`config.mk`:
```
export PLATFORM = sky130hd
export DESIGN_NAME = mult_pattern_arbiter_flat
export DESIGN_NICKNAME = d
export VERILOG_FILES = /design/src/rtl/mult_pattern_arbiter_pkg.sv /design/src/rtl/mult_pattern_arbiter_if.sv /design/src/rtl/mult_pattern_arbiter_rr_arbiter.sv /design/src/rtl/mult_pattern_arbiter.sv /design/src/flat_wrapper.sv
export SDC_FILE = /design/constraint.sdc
export NUM_CORES = 1
export LEC_CHECK = 0
export BUFFER_PORTS_ARGS = -buffer_cell sky130_fd_sc_hd__clkbuf_2
export CAP_MARGIN = 0
export CORE_AREA = 2 2 123 125
export DETAILED_ROUTE_END_ITERATION = 6
export DIE_AREA = 0 0 125 127
export HOLD_SLACK_MARGIN = 0.06
export PLACE_DENSITY = 0.65
export SYNTH_ARGS = -nofsm -noshare
export SYNTH_HDL_FRONTEND = slang
export SYNTH_SLANG_ARGS = --single-unit
```
`constraint.sdc`:
```
create_clock -name clk -period 4.37 [get_ports clk]
set_input_delay 0.874 -clock clk [delete_from_list [all_inputs] [get_ports clk]]
set_output_delay 0.874 -clock clk [all_outputs]
set_load 0.05 [all_outputs]
```
`src/rtl/mult_pattern_arbiter_pkg.sv`:
```
// mpa_pkg: shared defaults, ID-width helper and pipeline record types for
// mult_pattern_arbiter. The record types reflect the default configuration;
// the top declares width-parameterised equivalents for its own stages.
package mpa_pkg;

  localparam int unsigned DEF_DW   = 8;
  localparam int unsigned DEF_NREQ = 4;
  localparam int unsigned DEF_CW   = 16;

  // Requester ID width; never narrower than one bit.
  function automatic int unsigned calc_idw(input int unsigned n);
    return (n <= 1) ? 1 : $clog2(n);
  endfunction

  localparam int unsigned DEF_IDW = calc_idw(DEF_NREQ);

  typedef struct packed {
    logic               vld;
    logic [DEF_IDW-1:0] id;
    logic [DEF_DW-1:0]  a;
    logic [DEF_DW-1:0]  b;
  } s1_t;

  typedef struct packed {
    logic                vld;
    logic [DEF_IDW-1:0]  id;
    logic [2*DEF_DW-1:0] prod;
    logic                hit;
  } out_t;

endpackage

```
`src/rtl/mult_pattern_arbiter_if.sv`:
```
// mpa_if: request and result handshake bundle for mult_pattern_arbiter.
//   req_valid/req_a/req_b/req_ready : per-requester request channel (packed,
//                                      requester i owns slice [i*DW +: DW])
//   out_valid/out_ready/out_prod/out_id/out_hit : result channel
// Modports: slave = arbiter side, master = requester/consumer side.
interface mpa_if
  import mpa_pkg::*;
#(
  parameter int unsigned DW   = DEF_DW,
  parameter int unsigned NREQ = DEF_NREQ,
  parameter int unsigned IDW  = calc_idw(NREQ)
);
  logic [NREQ-1:0]    req_valid;
  logic [NREQ*DW-1:0] req_a;
  logic [NREQ*DW-1:0] req_b;
  logic [NREQ-1:0]    req_ready;
  logic               out_valid;
  logic               out_ready;
  logic [2*DW-1:0]    out_prod;
  logic [IDW-1:0]     out_id;
  logic               out_hit;

  modport slave (
    input  req_valid, req_a, req_b, out_ready,
    output req_ready, out_valid, out_prod, out_id, out_hit
  );

  modport master (
    output req_valid, req_a, req_b, out_ready,
    input  req_ready, out_valid, out_prod, out_id, out_hit
  );
endinterface

```
`src/rtl/mult_pattern_arbiter_rr_arbiter.sv`:
```
// rr_arbiter: combinational round-robin grant.
//   req    : request vector
//   en     : grant enable (no grant when low)
//   ptr    : last granted index; search starts at ptr+1 and wraps
//   gnt    : one-hot grant
//   gnt_id : encoded index of gnt (0 when nothing granted)
module rr_arbiter
  import mpa_pkg::*;
#(
  parameter int unsigned NREQ = DEF_NREQ,
  parameter int unsigned IDW  = calc_idw(NREQ)
) (
  input  logic [NREQ-1:0] req,
  input  logic            en,
  input  logic [IDW-1:0]  ptr,
  output logic [NREQ-1:0] gnt,
  output logic [IDW-1:0]  gnt_id
);

  logic        found;
  int unsigned idx;

  always_comb begin
    gnt    = '0;
    gnt_id = '0;
    found  = 1'b0;
    idx    = 0;
    for (int unsigned k = 1; k <= NREQ; k++) begin
      idx = (32'(ptr) + k) % NREQ;
      if (en && !found && req[idx]) begin
        found    = 1'b1;
        gnt[idx] = 1'b1;
        gnt_id   = IDW'(idx);
      end
    end
  end

endmodule

```
`src/rtl/mult_pattern_arbiter.sv`:
```
// mult_pattern_arbiter: round-robin shared DWxDW multiplier with pattern
// match. Two register stages (S1 operands, OUT result); one global enable
// stalls both stages when the result is held by the consumer.
//   clk, rst_n  : clock, asynchronous active-low reset
//   bus         : mpa_if.slave request/result bundle
//   cfg_pattern : value compared against each product when OUT loads
//   hit_clr     : synchronous hit counter clear (MULT_PATTERN_HIT_COUNT_EN)
//   hit_cnt     : saturating hit counter (MULT_PATTERN_HIT_COUNT_EN)
module mult_pattern_arbiter
  import mpa_pkg::*;
#(
  parameter int unsigned DW   = DEF_DW,
  parameter int unsigned NREQ = DEF_NREQ,
  parameter int unsigned IDW  = calc_idw(NREQ)
`ifdef MULT_PATTERN_HIT_COUNT_EN
  , parameter int unsigned CW = DEF_CW
`endif
) (
  input  logic            clk,
  input  logic            rst_n,
  mpa_if.slave            bus,
  input  logic [2*DW-1:0] cfg_pattern
`ifdef MULT_PATTERN_HIT_COUNT_EN
  , input  logic          hit_clr
  , output logic [CW-1:0] hit_cnt
`endif
);

  typedef struct packed {
    logic           vld;
    logic [IDW-1:0] id;
    logic [DW-1:0]  a;
    logic [DW-1:0]  b;
  } stage1_t;

  typedef struct packed {
    logic            vld;
    logic [IDW-1:0]  id;
    logic [2*DW-1:0] prod;
    logic            hit;
  } stage_out_t;

  stage1_t         s1;
  stage_out_t      out_q;
  logic [IDW-1:0]  rr_ptr;
  logic            adv;
  logic            xfer;
  logic [NREQ-1:0] gnt;
  logic [IDW-1:0]  gnt_id;
  logic [DW-1:0]   a_sel;
  logic [DW-1:0]   b_sel;
  logic [2*DW-1:0] prod_c;

  assign adv = !out_q.vld || bus.out_ready;

  rr_arbiter #(.NREQ(NREQ), .IDW(IDW)) u_arb (
    .req    (bus.req_valid),
    .en     (adv),
    .ptr    (rr_ptr),
    .gnt    (gnt),
    .gnt_id (gnt_id)
  );

  // The arbiter only grants valid requesters, so any grant is a transfer.
  assign xfer          = |gnt;
  assign bus.req_ready = gnt;

  assign a_sel  = bus.req_a[32'(gnt_id)*DW +: DW];
  assign b_sel  = bus.req_b[32'(gnt_id)*DW +: DW];
  assign prod_c = (2*DW)'(s1.a) * (2*DW)'(s1.b);

  always_ff @(posedge clk or negedge rst_n) begin
    if (!rst_n) begin
      s1     <= '0;
      out_q  <= '0;
      rr_ptr <= IDW'(NREQ - 1);
    end else if (adv) begin
      s1.vld     <= xfer;
      s1.id      <= gnt_id;
      s1.a       <= a_sel;
      s1.b       <= b_sel;
      out_q.vld  <= s1.vld;
      out_q.id   <= s1.id;
      out_q.prod <= prod_c;
      out_q.hit  <= (prod_c == cfg_pattern);
      if (xfer) rr_ptr <= gnt_id;
    end
  end

  assign bus.out_valid = out_q.vld;
  assign bus.out_prod  = out_q.prod;
  assign bus.out_id    = out_q.id;
  assign bus.out_hit   = out_q.hit;

`ifdef MULT_PATTERN_HIT_COUNT_EN
  always_ff @(posedge clk or negedge rst_n) begin
    if (!rst_n) begin
      hit_cnt <= '0;
    end else if (hit_clr) begin
      hit_cnt <= '0;
    end else if (out_q.vld && bus.out_ready && out_q.hit && (hit_cnt != '1)) begin
      hit_cnt <= hit_cnt + 1'b1;
    end
  end
`endif

endmodule

```
`src/flat_wrapper.sv`:
```
// flat-port wrapper written by rule: the top's interface ports become plain ports
module mult_pattern_arbiter_flat import mpa_pkg::*;
#(
  parameter int unsigned DW   = DEF_DW,
  parameter int unsigned NREQ = DEF_NREQ,
  parameter int unsigned IDW  = calc_idw(NREQ)

)
  (clk, rst_n, cfg_pattern, bus_req_valid, bus_req_a, bus_req_b, bus_out_ready, bus_req_ready, bus_out_valid, bus_out_prod, bus_out_id, bus_out_hit);
  mpa_if #(.DW(DW), .NREQ(NREQ), .IDW(IDW)) bus_i ();
  input  logic clk;
  input  logic rst_n;
  input  logic [2*DW-1:0] cfg_pattern;
  input wire logic [$bits(bus_i.req_valid)-1:0] bus_req_valid;
  input wire logic [$bits(bus_i.req_a)-1:0] bus_req_a;
  input wire logic [$bits(bus_i.req_b)-1:0] bus_req_b;
  input wire logic [$bits(bus_i.out_ready)-1:0] bus_out_ready;
  output wire logic [$bits(bus_i.req_ready)-1:0] bus_req_ready;
  output wire logic [$bits(bus_i.out_valid)-1:0] bus_out_valid;
  output wire logic [$bits(bus_i.out_prod)-1:0] bus_out_prod;
  output wire logic [$bits(bus_i.out_id)-1:0] bus_out_id;
  output wire logic [$bits(bus_i.out_hit)-1:0] bus_out_hit;
  assign bus_i.req_valid = bus_req_valid;
  assign bus_i.req_a = bus_req_a;
  assign bus_i.req_b = bus_req_b;
  assign bus_i.out_ready = bus_out_ready;
  assign bus_req_ready = bus_i.req_ready;
  assign bus_out_valid = bus_i.out_valid;
  assign bus_out_prod = bus_i.out_prod;
  assign bus_out_id = bus_i.out_id;
  assign bus_out_hit = bus_i.out_hit;
  mult_pattern_arbiter #(.DW(DW), .NREQ(NREQ), .IDW(IDW)) u_core (.clk(clk), .rst_n(rst_n), .bus(bus_i), .cfg_pattern(cfg_pattern));
endmodule
```
==> impl.org <==
** Outcome
- Outcome :: finished with violations
- Failing checks :: negative setup slack

** Worst setup path
- STA classifies the critical path startpoint as a register.
- Required time of the critical path :: approximately 4.6 ns
- In this run the worst setup path terminates at u_core.bus.out_hit.
- Worst-path cell with the longest stage delay :: fa_2
- In this run the critical register-to-register path is captured at u_core.bus.out_hit.
- Worst path cell trace :: and2_4 > fa_1 > inv_2 > fa_2 > inv_2 > fa_1 > inv_1 > fa_1 > inv_2 > ha_4 > o21ai_4 > o211ai_1 > a31oi_1 > xnor2_1 > xor2_1 > nor4_2 > a32o_2
- STA classifies the critical path endpoint as a register.
- The critical path starts at u_core.s1[11].
- Arrival @ worst endpoint :: roughly 4.7 ns
- Critical path class :: register to register
- Worst r2r path cells :: 17
- For this run, the slowest stage of the critical path takes 0.52 ns.
- In this run the worst path has a maximum fanout of 6.
- In this run the register-to-register setup slack is -0.14 ns.
- Startpoint of the most critical register-to-register path :: u_core.s1[11]

** Route
- Number of DRC violations after detailed routing :: 0
- The first routing iteration left 236 violations.
- Wires add up to between 10,000 and 15,000 um.
- After detailed routing, the average wire length per cell comes to approximately 14 um.
- Number of nets still failing antenna checks after routing :: 0
- Total vias in the final route :: approximately 4,400
- In the routed layout, each cell is associated on average with a via count of 4.98.
- Total iterations of the first detailed-routing run :: 4

** Layout
- The library cell used most frequently in the layout, excluding fill and tap cells, is clkbuf_2.
- Signed area change from the synthesized netlist to the final layout :: 33.7%
- For this run, the post-layout net count is just under 900.
- Final Cell Area :: 0.00666 mm2
- In the final layout, the multi-input gates occupy ~0.0038 mm2.
- The sequential cells in the finished layout cover a total of ~0.0010 mm2.
- Number of standard cells in the final layout excluding fillers :: 892
- The repair_antennas step left the layout with diodes totalling 0.
- Utilization of the core after routing :: 46.1%
- Fraction of final layout cells with drive strength greater than 1 :: around two fifths
- Filler instances :: about 1,400
- Most used cells in the layout excluding fill and tap cells :: clkbuf_2 (111), buf_4 (73), nand2_1 (58)

** Logic synthesis
- Syn. warnings :: 0
- After synthesis, the share of flip-flops with an asynchronous set or reset is 100%.
- Flop and latch count out of synthesis :: 41
- For this run, the leading register cell type out of synthesis is dfrtp_1.
- Count of cell types in the netlist :: 63
- Fraction of the yosys area taken by sequential cells :: about a fifth
- Avg Synthesized Cell Area :: roughly 9.2 um2
- Synthesis produced a netlist with a net count of just over 700.
- The cell count after synthesis came out at between 500 and 600.
- Number of flops mapped to enable cells by yosys :: 0
- Post-Syn Area :: between 0.004 and 0.005 mm2

** STA
- Worst-Margin Slew :: 1.05 ns
- Count of final max-slew check failures :: 0
- Setup repair after global routing could not meet its margin everywhere.
- Subtracting the final worst setup slack from the clock period gives 4.51 ns.
- Final hold violation count :: 0
- Highest clock frequency the design can meet :: 222 MHz
- After layout, the worst path uses 103% of the clock period.
- Worst slew margin :: a little under a third
- Total setup violations reported at the end of the flow :: 1
- Worst Slack Setup Final :: -0.136 ns
- Final worst clock skew :: between 0.002 and 0.003 ns

** Place
- The count of buffers added on input and output ports is 110.
- Placed Area :: 0.00613 mm2
- At the end of routability-driven placement, the weighted congestion stood at between 0.8 and 0.9.
- Cell count after placement :: 870
- Detailed placement ended at an HPWL of 10,300 um.
- At the placement stage, the worst setup path has a slack of -0.318 ns.

** Global routing
- Via count of the first global-routing pass :: roughly 4,400
- Entering global routing, the biggest net connects 46 pins.
- The number of antenna violations at the first check in global routing was 0.
- In the global route stage, overall resource usage came out at between 15 and 20%.
- The first global-routing pass estimated around 21,000 um of wire.
- Residual overflow from global routing :: 0

** Floorplanning
- Chip Width :: around 130 um
- The floorplan has 44 rows.
- DIE HEIGHT :: roughly 130 um
- The floorplan step defined a core boundary enclosing 0.0144 mm2.
- ~110 I/O pins were placed.
- Die area :: around 0.016 mm2
- Initial Utilization :: 34.5%

** Clock network
- The number of hold buffers added after CTS was 0.
- CTS sink cnt :: 41
- In this run the deepest clock path goes through 2 buffers.
- Depth of the CTS H-tree :: 2
- The number of clock buffers added by TritonCTS is 5.
- Root Buffer Master :: clkbuf_16
- Clock tree from TritonCTS :: yes
- After clock tree synthesis, the clock-pin slew on the worst setup and hold paths is roughly 0.06 ns.
- Clock network latency to the later pin of the worst-skew pair :: between 0.2 and 0.3 ns

** Worst hold path
- In this run the worst hold path is classified as register to register.

** Flow run
- Max-cap violations in this run came to 0.
[layer usage]
layer / track usage [%] / vias to the layer above / wire [um]
li1: - / 2179 / -
met2: 28.9 / 89 / 6800
met5: 0 / - / 0
met3: 2.43 / 26 / 500
met4: 5.69 / 0 / 301
met1: 19.3 / 2149 / 5330
[worst min path at each step]
stage	startpoint	to	slack [ns]	cells after the start
floorplan	u_core.s1[18]	u_core.bus.out_valid	0.44	1
global placement	u_core.s1[18]	u_core.bus.out_valid	0.45	1
detailed placement	u_core.s1[18]	u_core.s1[18]	0.46	1
CTS	u_core.s1[18]	u_core.s1[18]	0.47	1
global route	u_core.s1[18]	u_core.s1[18]	0.49	1
finish	u_core.s1[18]	u_core.s1[18]	0.47	1
[worst max-delay path: cells and delay by family (launching register included)]
kind / cells / cell delay (ns)
adders and majority gates: 5 / 2.27
buffers and inverters: 4 / 0.17
xor gates and xnor gates: 2 / 0.40
AOI/OAI and AO/OA: 4 / 0.63
and+or+nand+nor: 2 / 0.51
DFF: 1 / 0.46
[flip-flops by register name, indices dropped and copies added (netlist names)]
signal / flops
u_core.bus.out_hit: 1
u_core.bus.out_id: 2
u_core.bus.out_prod: 16
u_core.bus.out_valid: 1
u_core.rr_ptr: 2
u_core.s1: 19
[per-stage QoR]
stage | TNS [ns] | hold slack [ns]
after floorplan | -0.0638 | 0.435
after global placement | -0.441 | 0.451
after detailed placement | -0.643 | 0.456
after CTS | -0.112 | 0.471
after global routing | -0.629 | 0.486
final | -0.136 | 0.466
[synthesized netlist by cell type, drive strengths merged (2+ instances only)]
cell	n	share of area [%]
nor2b	3	0.53
a22oi	6	1.1
a211oi	3	0.45
or3	2	0.25
o21a	3	0.45
mux2i	36	7.5
nor3b	3	0.45
o21ai	12	1.2
nand4	4	0.50
xnor2	12	2.1
nor3	8	0.80
and2	34	4.3
inv	59	4.4
dfstp	2	1.1
dfrtp	39	20
a221oi	17	4.6
and3b	2	0.35
ha	44	11
nor4	6	0.75
a211o	2	0.35
o211ai	3	0.45
nor4b	3	0.53
a31oi	4	0.50
o21bai	2	0.30
o221ai	5	1.0
mux2	4	0.90
and3	2	0.25
nand2b	4	0.50
nand3	7	0.70
a21o	5	0.75
o31ai	2	0.58
xor2	15	2.6
xnor3	2	0.90
a21oi	13	1.3
nor2	36	2.8
clkbuf	25	2.0
fa	36	14
buf	7	0.98
nand2	63	4.8
or4	2	0.38
[cells by family (layout without fill, tap and decap cells)]
kind of cell	Yosys count	count (layout)	share of synthesized area, %
adder cells (fa/ha/maj)	80	80	25.5
multiplexers	41	41	8.85
AND/OR/NAND/NOR	179	179	17.8
AO/OA/AOI/OAI	83	83	14.1
flip-flops	41	41	20.7
buffers and inverters	91	255	7.39
XOR/XNOR	29	29	5.65
[final cells by class]
class | instances | area share [%]
clock buffers | 6 | 2.09
clock inverters | 2 | 0.564
inverters | 59 | 3.33
multi-input cells | 412 | 57.5
flip-flops and latches | 41 | 15.7
well taps | 184 | 3.46
repair buffers | 188 | 17.4
[repair_timing]
item / in CTS / in global routing
buffers inserted: 6 / 10
resized for setup: 26 / 35
pin swaps: 10 / 17
endpoints found under the setup margin: 5 / 5
endpoints found under the hold margin: 0 / 0
Power is left out: the tool's default activity adds up to more than one toggle a clock period on the data nets, which glitch-free logic cannot reach.
